## src/rtl/prefetch_unit_pkg.sv

```systemverilog
// Shared CPU constants and types for the fetch/decode front end.
package prefetch_unit_pkg;

    localparam int WORD_W  = 16;
    localparam int ADDR_W  = 32;
    localparam int LEN_BIT = 15;

    // Instruction length encoding held in bit LEN_BIT of the first word
    typedef enum logic {
        ILEN_16 = 1'b0,
        ILEN_32 = 1'b1
    } ilen_e;

    // One buffered instruction word with the address it was fetched from
    typedef struct packed {
        logic [WORD_W-1:0] data;
        logic [ADDR_W-1:0] addr;
    } qentry_t;

    function automatic logic is_long(input logic [WORD_W-1:0] w);
        return w[LEN_BIT] == logic'(ILEN_32);
    endfunction

endpackage

```

## src/rtl/word_queue.sv

```systemverilog
// Circular word buffer: single push, pop of one or two words, clear,
// and a two-entry peek at the head so a 32-bit instruction can be
// assembled even when it straddles the wrap point.
module word_queue
    import prefetch_unit_pkg::*;
#(
    parameter int DEPTH = 4
) (
    input  logic                     clk,
    input  logic                     rst,
    input  logic                     clear,
    input  logic                     push,
    input  qentry_t                  push_entry,
    input  logic                     pop1,
    input  logic                     pop2,
    output logic [$clog2(DEPTH):0]   count,
    output qentry_t                  head0,
    output logic [WORD_W-1:0]        head1_data
);

    localparam int PW = $clog2(DEPTH);
    localparam int CW = PW + 1;

    qentry_t        slots [DEPTH];
    logic [PW-1:0]  head;
    logic [PW-1:0]  tail;
    logic [PW-1:0]  head_nx;
    logic [1:0]     npop;

    assign npop       = pop2 ? 2'd2 : (pop1 ? 2'd1 : 2'd0);
    assign head_nx    = head + 1'b1;
    assign head0      = slots[head];
    assign head1_data = slots[head_nx].data;

    // Pointer and occupancy update; clear wins over push/pop
    always_ff @(posedge clk) begin
        if (rst || clear) begin
            head  <= '0;
            tail  <= '0;
            count <= '0;
        end else begin
            if (push) tail <= tail + 1'b1;
            head  <= head + PW'(npop);
            count <= count + CW'(push) - CW'(npop);
        end
    end

    // Storage write; contents need no reset because count gates use
    always_ff @(posedge clk) begin
        if (push && !clear && !rst) slots[tail] <= push_entry;
    end

endmodule

```

## src/rtl/prefetch_unit.sv

```systemverilog
// Instruction prefetch: issues 16-bit reads to a 1-cycle instruction
// memory, buffers the returned words, and hands decode one complete
// 16- or 32-bit instruction per cycle. A jump flushes everything and
// restarts fetching at the target.
module prefetch_unit
    import prefetch_unit_pkg::*;
#(
    parameter int          DEPTH    = 4,
    parameter logic [31:0] RESET_PC = 32'h0
) (
    input  logic              clk,
    input  logic              rst,
    output logic              imem_rd,
    output logic [ADDR_W-1:0] imem_addr,
    input  logic [WORD_W-1:0] imem_data,
    input  logic              jump,
    input  logic [ADDR_W-1:0] target,
    input  logic              keep,
    output logic              valid,
    output logic [31:0]       instr,
    output logic [ADDR_W-1:0] pc,
    output logic              extend
);

    localparam int CW = $clog2(DEPTH) + 1;

    logic [ADDR_W-1:0] fpc;
    logic [ADDR_W-1:0] rd_addr;
    logic              inflight;
    logic              drop;
    logic              issue;
    logic              push;
    logic              pop1;
    logic              pop2;
    logic              consume;
    logic              has1;
    logic              has2;
    logic              long_head;
    logic [CW-1:0]     count;
    qentry_t           push_entry;
    qentry_t           h0;
    logic [WORD_W-1:0] h1_data;

    word_queue #(.DEPTH(DEPTH)) u_queue (
        .clk        (clk),
        .rst        (rst),
        .clear      (jump),
        .push       (push),
        .push_entry (push_entry),
        .pop1       (pop1),
        .pop2       (pop2),
        .count      (count),
        .head0      (h0),
        .head1_data (h1_data)
    );

    // Issue only when the queue can absorb the outstanding read plus this one
    assign issue      = !rst && !jump && (count + CW'(inflight) < CW'(DEPTH));
    assign imem_rd    = issue;
    assign imem_addr  = fpc;

    assign push       = inflight && !drop;
    assign push_entry = '{data: imem_data, addr: rd_addr};

    assign has1       = count != '0;
    assign has2       = count > CW'(1);
    assign long_head  = is_long(h0.data);

    assign valid      = has1 && (!long_head || has2);
    assign extend     = has1 && long_head;
    assign pc         = has1 ? h0.addr : '0;
    assign instr      = !has1    ? 32'h0 :
                        long_head ? {h0.data, h1_data} : {h0.data, 16'h0};

    // A jump cycle never consumes: the head is about to be flushed
    assign consume    = valid && !keep && !jump;
    assign pop1       = consume && !long_head;
    assign pop2       = consume && long_head;

    // Fetch counter, outstanding-read tracking and redirect handling
    always_ff @(posedge clk) begin
        if (rst) begin
            fpc      <= RESET_PC;
            rd_addr  <= RESET_PC;
            inflight <= 1'b0;
            drop     <= 1'b0;
        end else begin
            inflight <= issue;
            drop     <= jump && inflight;
            if (issue) rd_addr <= fpc;
            if (jump)       fpc <= target;
            else if (issue) fpc <= fpc + 1'b1;
        end
    end

endmodule

```

## config.mk

```make
export PLATFORM = sky130hd
export DESIGN_NAME = prefetch_unit
export DESIGN_NICKNAME = d
export VERILOG_FILES = /design/src/rtl/prefetch_unit_pkg.sv /design/src/rtl/word_queue.sv /design/src/rtl/prefetch_unit.sv
export SDC_FILE = /design/constraint.sdc
export NUM_CORES = 1
export LEC_CHECK = 0
export ABC_AREA = 1
export BUFFER_PORTS_ARGS = -buffer_cell sky130_fd_sc_hd__buf_2
export CORE_MARGIN = 5
export CORE_UTILIZATION = 35
export DETAILED_ROUTE_END_ITERATION = 12
export SYNTH_ARGS = -nofsm -noshare
export SYNTH_HDL_FRONTEND = slang
export SYNTH_SLANG_ARGS = --single-unit
```

## constraint.sdc

```tcl
create_clock -name clk -period 7.1 [get_ports clk]
set_input_delay 1.42 -clock clk [delete_from_list [all_inputs] [get_ports clk]]
set_output_delay 1.42 -clock clk [all_outputs]
set_load 0.02 [all_outputs]
```

==> results.py <==
metrics = {
    "outcome": {
        "status": "finished clean",
    },
    "worst_setup_path": {
        "path_max_fanout": 82,
        "startpoint_type": "flop",
        "worstReg2RegStart": "u_queue.head[1]$_SDFF_PN0_",
        "reg2reg_to": "u_queue.count[2]$_SDFF_PN0_",
        "reg2reg_depth": 14,
        "path_class": "reg2out",
        "arrival_ns": 3.14,
        "required_ns": 5.68,
        "critPathCaptureType": "primary output",
        "rrSetupSlack_ns": 3.74,
    },
    "floorplan": {
        "die-height_microns": 195,
        "rows": 67,
        "initial_utilization_pct": 35.6,
        "ios": 151,
        "die_x_microns": 195,
        "fp.dieArea_sq_mm": 0.0381,
        "coreArea_sq_mm": 0.0337,
    },
    "min_path": {
        "hold_depth": 0,
        "hold_end": "u_queue.slots[3][30]$_DFFE_PP_",
        "min_from": "rd_addr[30]$_SDFFE_PP0P_",
        "hold_class": "reg2reg",
    },
    "clock_tree": {
        "numCtsBuffers": 28,
        "postCtsResizedCells": 0,
        "cts_max_path_buffers": 3,
        "cts-root-buf": "clkbuf_16",
        "clkSinkCount": 265,
        "cts_tree": "yes",
        "cts_setup_buffers": 0,
        "ctsHoldBuffers": 0,
        "path_clk_slew_ns": 0.06,
        "htreeDepth": 1,
        "clk_latency_ns": 0.54,
    },
    "power": {
        "clkPwrFrac_pct": 43.9,
        "ir_drop_mv": 0.190,
        "powerDensity_mw_per_mm2": 240,
        "p_leak_nw": 5.42,
        "p_int_w": 0.00261,
        "seq_power_share_pct": 51.0,
        "pwr-share-comb_pct": 5.1,
        "power.share.switching_pct": 22.5,
        "switchingPower_w": 0.000759,
    },
    "sta": {
        "rsz0062_at_grt": "no",
        "holdWs_ns": 0.499,
        "fmax_ghz": 0.219,
        "fin_crit_sh_pct": 64.2,
        "hold_viol": 0,
        "finalClockSkew_ns": 0.0168,
        "setup_viol_count_final": 0,
        "fin_tns_setup_ns": 0,
        "tightest_slew_ns": 1.08,
        "min_period_ns": 4.56,
        "fin_ws_ns": 2.54,
        "drv_slew": 0,
        "relSlewSlack_pct": 27.8,
    },
    "placed_design": {
        "gp_congestion": 0.913,
        "portBuffers": 150,
        "dpl.hpwl_mm": 20.2,
        "pre_cts_ws_ns": 3.00,
        "dp_cells": 1831,
    },
    "synthesis": {
        "synth.avg_cell_area_sq_um": 9.27,
        "ys_seq_area_share_pct": 60.2,
        "synthCells": 1295,
        "synth.area.top_cells": "edfxtp_1, dfxtp_1, nand2_1",
        "yosysWarnings": 0,
        "synth_top_area_share_pct": 48.1,
        "synth_cell_type_count": 36,
        "ys_seq_elements": 265,
        "syn_nets": 1355,
        "syn-cell-area_sq_mm": 0.0120,
        "synth_area_leader_cell": "edfxtp_1",
    },
    "grt": {
        "antenna_found_initial": 0,
        "grt_usage_pct": 16.0,
        "grt_pass1_vias": 8610,
        "grt_max_degree": 83,
        "grt-ovfl-total": 0,
        "grt_pass1_wl_mm": 49.3,
    },
    "final_layout": {
        "final_common_cell": "nand2_1",
        "final_cells": 1883,
        "num-nets-final": 1473,
        "layout_common_cells": "nand2_1, nor2_1, edfxtp_1",
        "area_growth_pct": 16.8,
        "diodes": 0,
        "drive_above_1_share_pct": 17.4,
    },
    "drt": {
        "drt_iter0_drc": 848,
        "dr.pass1.iters": 8,
        "vias_per_cell": 4.93,
        "drtAntennaViolNets": 0,
        "wirelength_mm": 31.9,
        "drcViolationCount": 0,
        "vias": 9289,
        "post_drt_wl_per_cell_microns": 17.0,
    },
    "job": {
        "maxCapViolations": 0,
    },
}
[synthesized netlist by cell type, drive strengths merged]
cell type    n
fa           1
a21oi      121
xor2         5
nand4        6
xnor2        7
edfxtp     192
clkbuf      32
a211oi       1
inv         82
a22o         1
nor2       246
nand3       64
nor3         1
a31oi       20
o211ai       2
ha           7
or2          2
dfxtp       73
o21ai      144
nand2      247
buf         41
[logic make-up after synthesis]
family / Yosys count / share of synthesized area, %
XOR/XNOR: 12 / 0.876
AND/OR/NAND/NOR: 566 / 19.6
adder cells (fa/ha/maj): 8 / 0.897
flip-flops: 265 / 60.2
AO/OA/AOI/OAI: 289 / 12.9
buffers and inverters: 155 / 5.56
[registers in the layout (all words and copies together) (netlist names)]
name / cells
u_queue.head: 2
rd_addr: 32
u_queue.count: 3
u_queue.slots: 192
inflight: 1
drop: 1
imem_addr: 32
u_queue.tail: 2
[layout make-up]
| type | count | area, sq um |
|---|---|---|
| repair buffers | 161 | 833 |
| clock buffers | 34 | 764 |
| multi-input cells | 875 | 4140 |
| well taps | 448 | 561 |
| inverters | 82 | 313 |
| fillers | 3337 | 19700 |
| clock inverters | 18 | 181 |
| flip-flops and latches | 265 | 7230 |
[worst max path at each step]
stage | from | endpoint | depth (start not counted)
6_report | u_queue.head[1]$_SDFF_PN0_ | instr[4] | 9
5_1_grt | u_queue.head[1]$_SDFF_PN0_ | instr[3] | 9
4_1_cts | u_queue.head[1]$_SDFF_PN0_ | instr[4] | 9
3_5_place_dp | rst | imem_rd | 6
3_3_place_gp | rst | imem_rd | 6
2_1_floorplan | rst | u_queue.slots[0][0]$_DFFE_PP_ | 4
[power groups by stage]
stage | logic (W) | registers (W) | clock network, W
5_1_grt | 0.000192 | 0.00172 | 0.00157
2_1_floorplan | 0.0000972 | 0.00175 | 0
3_3_place_gp | 0.000171 | 0.00175 | 0
6_report | 0.000173 | 0.00172 | 0.00148
4_1_cts | 0.000175 | 0.00172 | 0.00150
3_5_place_dp | 0.000173 | 0.00175 | 0
[layer usage]
metal  track usage, %  vias to the layer above  wire length [microns]
met5                0                        -                      0
met3             2.60                       31                   1990
met2             24.4                      299                  13900
met1             24.1                     4349                  15500
met4             3.28                        0                    524
li1                 -                     4610                      -
[worst max-delay path, stage by stage (launching register included)]
cell and delay [ns]:
dfxtp_2 0.31, buf_4 0.71, inv_2 0.06, buf_4 0.41
nand3_2 0.20, nand2_2 0.10, nor2_4 0.12, inv_2 0.19
a31oi_1 0.23, buf_2 0.20
[through the flow]
stage          power (W)  cell area [sq um]  util (%)
2_1_floorplan    0.00185              12000         -
3_3_place_gp     0.00192              13100      38.8
3_5_place_dp     0.00192              13100      38.8
4_1_cts          0.00340              14000      41.6
5_1_grt          0.00349              14000      41.6
6_report         0.00337              14000      41.6
(Power assumes the default switching activity.)
